`config.mk`:
```
export PLATFORM = sky130hd
export DESIGN_NAME = ps2_rx
export DESIGN_NICKNAME = d
export VERILOG_FILES = /design/src/rtl/ps2_rx.sv
export SDC_FILE = /design/constraint.sdc
export NUM_CORES = 1
export LEC_CHECK = 0
export ABC_AREA = 1
export CORE_MARGIN = 2
export CORE_UTILIZATION = 59
export DETAILED_ROUTE_END_ITERATION = 7
export PLACE_DENSITY = 0.8
export SYNTH_ARGS = -nofsm -noshare
export SYNTH_HDL_FRONTEND = slang
export SYNTH_SLANG_ARGS = --single-unit
```
`constraint.sdc`:
```
create_clock -name CLK_50MHZ -period 2.1 [get_ports CLK_50MHZ]
set_input_delay 0.21 -clock CLK_50MHZ [delete_from_list [all_inputs] [get_ports CLK_50MHZ]]
set_output_delay 0.21 -clock CLK_50MHZ [all_outputs]
set_load 0.03 [all_outputs]
```
`src/rtl/ps2_rx.sv`:
```
// PS/2 device-to-host receiver with glitch filter, frame checker and byte FIFO.
// Ports: CLK_50MHZ/reset (async low), PS2_CLK/PS2_DATA raw pins, rd_en/err_clr
//   from CPU; rd_data/rd_valid/fifo_full read side; overflow/parity_err/frame_err sticky.
module ps2_rx #(
   parameter int FILTER     = 8,
   parameter int TIMEOUT    = 50000,
   parameter int DEPTH_LOG2 = 2
) (
   input  logic        CLK_50MHZ,
   input  logic        reset,
   input  logic        PS2_CLK,
   input  logic        PS2_DATA,
   input  logic        rd_en,
   input  logic        err_clr,
   output logic [15:0] rd_data,
   output logic        rd_valid,
   output logic        fifo_full,
   output logic        overflow,
   output logic        parity_err,
   output logic        frame_err
);

   localparam int FW    = $clog2(FILTER + 1);
   localparam int TW    = $clog2(TIMEOUT + 1);
   localparam int PW    = DEPTH_LOG2 + 1;
   localparam int DEPTH = 1 << DEPTH_LOG2;

   typedef enum logic [1:0] {IDLE, DATA, PARITY, STOP} state_t;

   logic [1:0]    ck_sync_q, dt_sync_q;
   logic          filt_q, filt_dly_q;
   logic [FW-1:0] fcnt_q;
   logic          sck, sdat, fall;

   state_t        state_q;
   logic [7:0]    shift_q;
   logic [2:0]    bit_q;
   logic          par_q, push_q;
   logic [TW-1:0] to_q;
   logic          perr_q, ferr_q, ovf_q;
   logic          par_ok;

   logic [PW-1:0] wptr_q, rptr_q;
   logic [PW-1:0] wptr_d, rptr_d;
   logic [7:0]    mem_q [DEPTH];
   logic          empty, full, pop, do_push;

   assign sck  = ck_sync_q[1];
   assign sdat = dt_sync_q[1];

   // Both synchronizers idle high, matching the open-collector bus level.
   always_ff @(posedge CLK_50MHZ or negedge reset) begin
      if (!reset) begin
         ck_sync_q <= 2'b11;
         dt_sync_q <= 2'b11;
      end else begin
         ck_sync_q <= {ck_sync_q[0], PS2_CLK};
         dt_sync_q <= {dt_sync_q[0], PS2_DATA};
      end
   end

   // Any bounce shorter than FILTER cycles restarts the count.
   always_ff @(posedge CLK_50MHZ or negedge reset) begin
      if (!reset) begin
         filt_q     <= 1'b1;
         filt_dly_q <= 1'b1;
         fcnt_q     <= '0;
      end else begin
         filt_dly_q <= filt_q;
         if (sck != filt_q) begin
            if (fcnt_q == FW'(FILTER - 1)) begin
               filt_q <= sck;
               fcnt_q <= '0;
            end else begin
               fcnt_q <= fcnt_q + 1'b1;
            end
         end else begin
            fcnt_q <= '0;
         end
      end
   end

   assign fall   = filt_dly_q & ~filt_q;
   assign par_ok = ^{shift_q, par_q};

   always_ff @(posedge CLK_50MHZ or negedge reset) begin
      if (!reset) begin
         state_q <= IDLE;
         shift_q <= '0;
         bit_q   <= '0;
         par_q   <= 1'b0;
         push_q  <= 1'b0;
         to_q    <= '0;
         perr_q  <= 1'b0;
         ferr_q  <= 1'b0;
      end else begin
         push_q <= 1'b0;
         // Clear first; a coincident set below overrides it.
         if (err_clr) begin
            perr_q <= 1'b0;
            ferr_q <= 1'b0;
         end
         if (state_q == IDLE || fall) to_q <= '0;
         else                         to_q <= to_q + 1'b1;
         unique case (state_q)
            IDLE: begin
               if (fall && !sdat) begin
                  state_q <= DATA;
                  bit_q   <= '0;
               end
            end
            DATA: begin
               if (fall) begin
                  shift_q <= {sdat, shift_q[7:1]};
                  bit_q   <= bit_q + 1'b1;
                  if (bit_q == 3'd7) state_q <= PARITY;
               end
            end
            PARITY: begin
               if (fall) begin
                  par_q   <= sdat;
                  state_q <= STOP;
               end
            end
            STOP: begin
               if (fall) begin
                  state_q <= IDLE;
                  if (!par_ok)    perr_q <= 1'b1;
                  else if (!sdat) ferr_q <= 1'b1;
                  else            push_q <= 1'b1;
               end
            end
            default: state_q <= IDLE;
         endcase
         // A fall on the terminal cycle keeps the frame alive.
         if (state_q != IDLE && !fall && to_q == TW'(TIMEOUT - 1)) begin
            state_q <= IDLE;
            ferr_q  <= 1'b1;
            to_q    <= '0;
         end
      end
   end

   assign empty   = (wptr_q == rptr_q);
   assign full    = (wptr_q[DEPTH_LOG2] != rptr_q[DEPTH_LOG2]) &&
                    (wptr_q[DEPTH_LOG2-1:0] == rptr_q[DEPTH_LOG2-1:0]);
   assign pop     = rd_en & ~empty;
   assign do_push = push_q & (~full | pop);
   assign wptr_d  = do_push ? wptr_q + PW'(1) : wptr_q;
   assign rptr_d  = pop ? rptr_q + PW'(1) : rptr_q;

   always_ff @(posedge CLK_50MHZ or negedge reset) begin
      if (!reset) begin
         wptr_q <= '0;
         rptr_q <= '0;
         ovf_q  <= 1'b0;
      end else begin
         wptr_q <= wptr_d;
         rptr_q <= rptr_d;
         ovf_q  <= (ovf_q & ~err_clr) | (push_q & full & ~pop);
      end
   end

   // Storage needs no reset: rd_data is gated by the empty flag.
   always_ff @(posedge CLK_50MHZ) begin
      if (do_push) mem_q[wptr_q[DEPTH_LOG2-1:0]] <= shift_q;
   end

   assign rd_valid   = ~empty;
   assign fifo_full  = full;
   assign rd_data    = empty ? 16'h0000
                             : {8'h00, mem_q[rptr_q[DEPTH_LOG2-1:0]]};
   assign overflow   = ovf_q;
   assign parity_err = perr_q;
   assign frame_err  = ferr_q;

endmodule

```
=== After elaboration in Yosys (flattened, before gate mapping) ===
Memory sizes are Yosys's and may differ from the RTL's.
Index checks and enable logic that the tools add are counted.

* Memory bits (writable): 32
* Output and inout port bits: 21
* Memories: 1
* Input port bits: 6
* Logic and storage cells: 99
* Flip-flop bits (word level): 50

* Bitwise logic cells: 13
* Equality and inequality tests: 17
* Add/subtract/negate cells: 5
* Muxes and demuxes: 31
* Reductions and logical operators: 16

{| class="wikitable"
|+ Memories
! memory !! words !! bits a word !! read ports !! clocked after memory_dff !! wr ports !! line !! text
|-
| mem_q || 4 || 8 || 1 || 0 || 1 || 45 || <nowiki>logic [7:0] mem_q [DEPTH];</nowiki>
|}

{| class="wikitable"
|+ Operators by type and width
! kind !! count
|-
| 16-bit 2-to-1 mux || 2
|-
| 16-bit by 1-bit adder with 16-bit output (second input constant) || 1
|-
| 16-bit equality test (second input constant) || 1
|-
| 1-bit 2-to-1 mux || 16
|-
| 2-bit 2-to-1 mux || 6
|-
| 3-bit != test (second input constant) || 4
|-
| 3-bit by 1-bit adder with 3-bit output (second input constant) || 3
|-
| 9-bit parity || 1
|-
| 4-bit 2-to-1 mux || 2
|-
| 8-bit 2-to-1 mux || 1
|-
| 2-bit case mux with 4 select lines || 1
|-
| 1-bit bitwise AND || 6
|-
| 3-bit 2-to-1 mux || 2
|-
| 3-bit case mux with 2 select lines || 1
|-
| 2-bit AND reduction || 3
|-
| 1-bit inverter || 5
|-
| 5-bit AND reduction || 1
|-
| 4-bit by 1-bit adder with 4-bit output (second input constant) || 1
|-
| 2-bit equality test (second input constant) || 2
|-
| 4-bit by 3-bit equality test with 1-bit output (second input constant) || 1
|-
| 1-bit logical AND || 4
|-
| 2-bit nonzero test || 2
|-
| 3-bit equality test || 1
|-
| 3-bit equality test (second input constant) || 1
|-
| other kinds (11) || 14
|}

=== Depth between registers and ports, before layout ===
* Depth after elaboration: 7
* Depth in mapped cells: 10
* Mapped depth without buffers: 10

=== Worst setup path before layout ===
No wires, ideal clock.

* Path kind: register to register
* From: reg rptr_q[1]
* To: mem mem_q[0][0], enable pin
* Setup time: 371 ps
* Path buffers: 1
* Arrival: 1373 ps
* Cell stages (with the launch flop): 8
* Data required time: 1729 ps
* Setup slack: 357 ps
* Clock period less this slack: 1743 ps
* Cell sequence: dfrtp_1 > buf_4 > xnor2_1 > nand2_1 > nor2_2 > nand2_2 > nand2_4 > nor2_1

* Cells in the longest elaborated chain, start to end: 7
* Elaborated cells between the ends (all ways): 10
* Classes of those cells: 2 x eq/ne; 2 x mux; 5 x bitwise; 1 x reduce/logical

{| class="wikitable"
|+ RTL lines
! item !! line !! text
|-
| from (decl) || 43 || <nowiki>logic [PW-1:0] wptr_q, rptr_q;</nowiki>
|-
| from (signal assigned) || 159 || <nowiki>rptr_q <= rptr_d;</nowiki>
|-
| 2-bit equality test || 146 || <nowiki>(wptr_q[DEPTH_LOG2-1:0] == rptr_q[DEPTH_LOG2-1:0]);</nowiki>
|-
| 1-bit logical AND || 145 || <nowiki>assign full = (wptr_q[DEPTH_LOG2] != rptr_q[DEPTH_LOG2]) &&</nowiki>
|-
| named net fifo_full || 17 || <nowiki>output logic fifo_full,</nowiki>
|-
| 1-bit inverter || 148 || <nowiki>assign do_push = push_q & (~full | pop);</nowiki>
|-
| 1-bit OR || 148 ||
|-
| 1-bit bitwise AND || 148 ||
|-
| 1-bit 2-to-1 mux || 166 || <nowiki>if (do_push) mem_q[wptr_q[DEPTH_LOG2-1:0]] <= shift_q;</nowiki>
|-
| 1-bit 2-to-1 mux (not written as such) || 166 ||
|-
| to (decl) || 45 ||
|}

The timed path passes the listed nets, and every way through them passes these cells.

=== Worst setup path in the final report ===
* From: reg wptr_q[0]
* To: mem mem_q[1][2], enable pin

* Cells in the longest elaborated chain, start to end: 7
* Elaborated cells between the ends (all ways): 10
* Classes of those cells: 2 x eq/ne; 2 x mux; 5 x bitwise; 1 x reduce/logical

{| class="wikitable"
|+ RTL lines
! item !! line !! text
|-
| from (decl) || 43 ||
|-
| from (signal assigned) || 158 || <nowiki>wptr_q <= wptr_d;</nowiki>
|-
| 3-bit equality test or 2-bit equality test (tied branches) || 144, 146 ||
|-
| 1-bit inverter or 1-bit logical AND (tied branches) || 147, 145 ||
|-
| 1-bit bitwise AND or 1-bit inverter (tied branches) || 147, 148 ||
|-
| 1-bit OR || 148 ||
|-
| 1-bit bitwise AND || 148 ||
|-
| 1-bit 2-to-1 mux || 166 ||
|-
| 1-bit 2-to-1 mux (not written as such) || 166 ||
|}

Parallel ways exist; a longest one is shown, timed or not.

==> summary.md <==
| Metric | Value |
|---|---|
| Outcome | `complete, but fails checks` |
| Failing checks | `DRC` |
| Total GRT Usage | `0.212` |
| Die area | `7350 sq um` |
| Horiz. Die Dim | `85.8 um` |
| Total grt overflow | `0` |
| Data required, critical path | `2080 ps` |
| Flops & latches, synth | `82` |
| Slew Viols, Final | `0` |
| R2R setup slack | `170 ps` |
| Max cap viols | `0` |
| Synth area leaders | `dfrtp_1 (28%), edfxtp_1 (24%), nand2_1 (8.6%)` |
| Sw Ratio | `0.378` |
| Die height | `85.8 um` |
| Cell accounting for the most synthesized area | `dfrtp_1` |
| WP buf/inv | `0` |
| DPL Wire Length | `4900 um` |
| CTS tree | `built` |
| CTS max path bufs | `2` |
| Hold Slack | `260 ps` |
| Via count | `2746` |
| Distinct cell type count after synthesis | `37` |
| Layout cell share with drive strength beyond 1 | `0.125` |
| Hold path endpoint | `ck_sync_q[0]$_DFF_PN1_` |
| Post-Syn Area | `3940 sq um` |
| Final WL | `6790 um` |
| Share of the synthesized area in the top cell type | `0.279` |
| Skew-Pair Late Insertion Delay | `350 ps` |
| Num Clock Sinks | `82` |
| Clock share of power | `0.243` |
| Drt wl/cell | `12.9 um` |
| First-pass GRT wire length | `12100 um` |
| Setup ws final | `173 ps` |
| CTS buffer count | `9` |
| RSZ-0062 raised after global routing | `no` |
| Setup TNS | `0 ps` |
| Final Hold Viols | `0` |
| Maximum vdd drop | `628 uV` |
| CTS Root Cell | `clkbuf_8` |
| Final RePlAce weighted congestion | `0.923` |
| Top FF cell, synth | `dfrtp_1` |
| Drt drc | `4` |
| Min-Delay Path Class | `in2reg` |
| Starting density of the core | `0.614` |
| Crit-path max cell delay | `590 ps` |
| CP max stage cell | `nor2_1` |
| Final Cycle Share | `0.918` |
| CP startpoint kind | `flop` |
| FF-to-FF End | `mem_q[1][2]$_DFFE_PP_` |
| I/O pin total | `27` |
| Leak Pwr | `2.00 nW` |
| CP Class | `reg2reg` |
| Post-synth EDFFs | `32` |
| Final clock skew | `8.02 ps` |
| Drt first pass iters | `7` |
| Yosys warnings | `0` |
| Combinational fraction of design power | `0.361` |
| Final Cell Area | `4380 sq um` |
| Final ANT Viol Nets | `0` |
| Synth cell count leaders | `nand2_1 (90), nor2_1 (58), inv_1 (48)` |
| Register area share after synthesis | `0.563` |
| P_sw | `0.00192 W` |
| Internal | `0.00316 W` |
| Hold Path Depth | `1` |
| Crit path max fanout | `8` |
| Number of global-route vias before repair | `2682` |
| Design Power | `0.00508 W` |
| Clock transition at path regs | `80 ps` |
| R2R depth | `6` |
| Max Fclk | `519 MHz` |
| Nets | `463` |
| Initial antenna violation count | `0` |
| Core Area | `6420 sq um` |
| Largest net degree at the start of global routing | `51` |
| Post-route minimum period | `1930 ps` |
| Final setup fails | `0` |
| Vias per cell | `5.22` |
| Share of power burned in registers | `0.396` |
| Worst min-delay path startpoint | `PS2_CLK` |
| Slew headroom | `0.488` |
| Layout area overhead | `11.1%` |
| H-tree depth | `3` |
| Crit-path cells | `xnor2_1, nand2_1, nor2_2, nand2_2, nand2_4, nor2_1` |
| # Post-CTS Setup Buffers | `0` |
| Mean post-synth cell area | `9.48 sq um` |
| Worst EP arrival | `1910 ps` |
| Setup crit end kind | `flop` |
| Number of buffers added on ports | `18` |
| Num rows | `29` |
| Async set or reset register ratio after synthesis | `0.610` |
| Setup WS pre-CTS | `123 ps` |
| Reg2reg start | `wptr_q[0]$_DFFE_PN0P_` |
| Worst Tran Pin Value | `765 ps` |
| PwrDens | `1160 nW/um^2` |
| Drt first-iter violations | `150` |
| Top Family by Delay on Critical Path | `simple AND/OR/NAND/NOR gates` |
| Gate Count Post-Synth | `416` |
| Diodes inserted | `0` |
| Placed Area | `4200 sq um` |
| Count leader, synth | `nand2_1` |
==> what timing repair did <==
action                                  4_1_cts  5_1_grt
endpoints found under the setup margin       10        8
resized for setup                            15       11
hold buffers                                  1        0
endpoints found under the hold margin        44        0
cloned                                        0        0
==> power by group through the flow <==
stage | sequential [W] | combinational [W] | clock, W
after floorplan | 0.00200 | 0.00146 | 0
after global placement | 0.00203 | 0.00190 | 0
after detailed placement | 0.00204 | 0.00197 | 0
after CTS | 0.00201 | 0.00189 | 0.00128
after global routing | 0.00204 | 0.00207 | 0.00134
final | 0.00201 | 0.00183 | 0.00124
==> cells in the final DEF (no fill, tap or decap), drive strengths merged, types with 13 or more instances in the layout <==
cell type  Yosys  layout
nand3         23      23
edfxtp        32      32
ha            13      13
nand2         94      94
o21ai         20      20
nor2          65      65
dfrtp         44      44
clkbuf         1      18
inv           51      52
==> cell families after synthesis <==
family          synth area share
buf+inv                   0.0774
simple gates               0.221
other cells             0.000951
fa+ha+maj                 0.0412
flops                      0.563
xor+xnor                  0.0289
mux                      0.00286
compound gates            0.0647
==> worst max-delay path by stage <==
stage | slack [ps] | to | cells past startpoint | start
floorplan | 360 | mem_q[0][0]$_DFFE_PP_ | 7 | rptr_q[1]$_DFFE_PN0P_
global placement | 170 | rd_data[5] | 7 | rptr_q[0]$_DFFE_PN0P_
detailed placement | 120 | rd_data[2] | 7 | rptr_q[0]$_DFFE_PN0P_
CTS | 10 | rd_data[6] | 7 | rptr_q[0]$_DFFE_PN0P_
global route | 20 | rd_data[2] | 7 | rptr_q[0]$_DFFE_PN0P_
finish | 170 | mem_q[1][2]$_DFFE_PP_ | 6 | wptr_q[0]$_DFFE_PN0P_
==> flip-flops by register name (all words and copies together), names as in the netlist <==
| register | count |
|---|---|
| par_q | 1 |
| parity_err | 1 |
| fcnt_q | 4 |
| to_q | 16 |
| bit_q | 3 |
| ck_sync_q | 2 |
| filt_dly_q | 1 |
| mem_q | 32 |
| wptr_q | 3 |
| state_q | 2 |
| shift_q | 8 |
| dt_sync_q | 2 |
| filt_q | 1 |
| frame_err | 1 |
| overflow | 1 |
| push_q | 1 |
| rptr_q | 3 |
==> layout make-up <==
cell class | count | area, sq um
sequential | 82 | 2220
tap | 77 | 96.3
clock inverter | 6 | 90.1
timing repair buffer | 26 | 208
fill | 501 | 2040
inverter | 52 | 195
multi-input combinational | 273 | 1450
clock buffer | 10 | 128
==> routing by layer <==
metal / vias to the layer above / global-route usage / part of all wire
met5: - / 0 / 0
met4: 0 / 0.0924 / 0.018
met3: 16 / 0.0481 / 0.044
met2: 70 / 0.334 / 0.47
met1: 1276 / 0.285 / 0.47
li1: 1384 / - / -
==> per-stage QoR <==
stage	instances	utilization
after global routing	526	0.682
after global placement	509	0.653
final	526	0.682
after detailed placement	509	0.653
after floorplan	423	-
after CTS	526	0.688
Note: power is estimated with default switching activity, not from simulation.
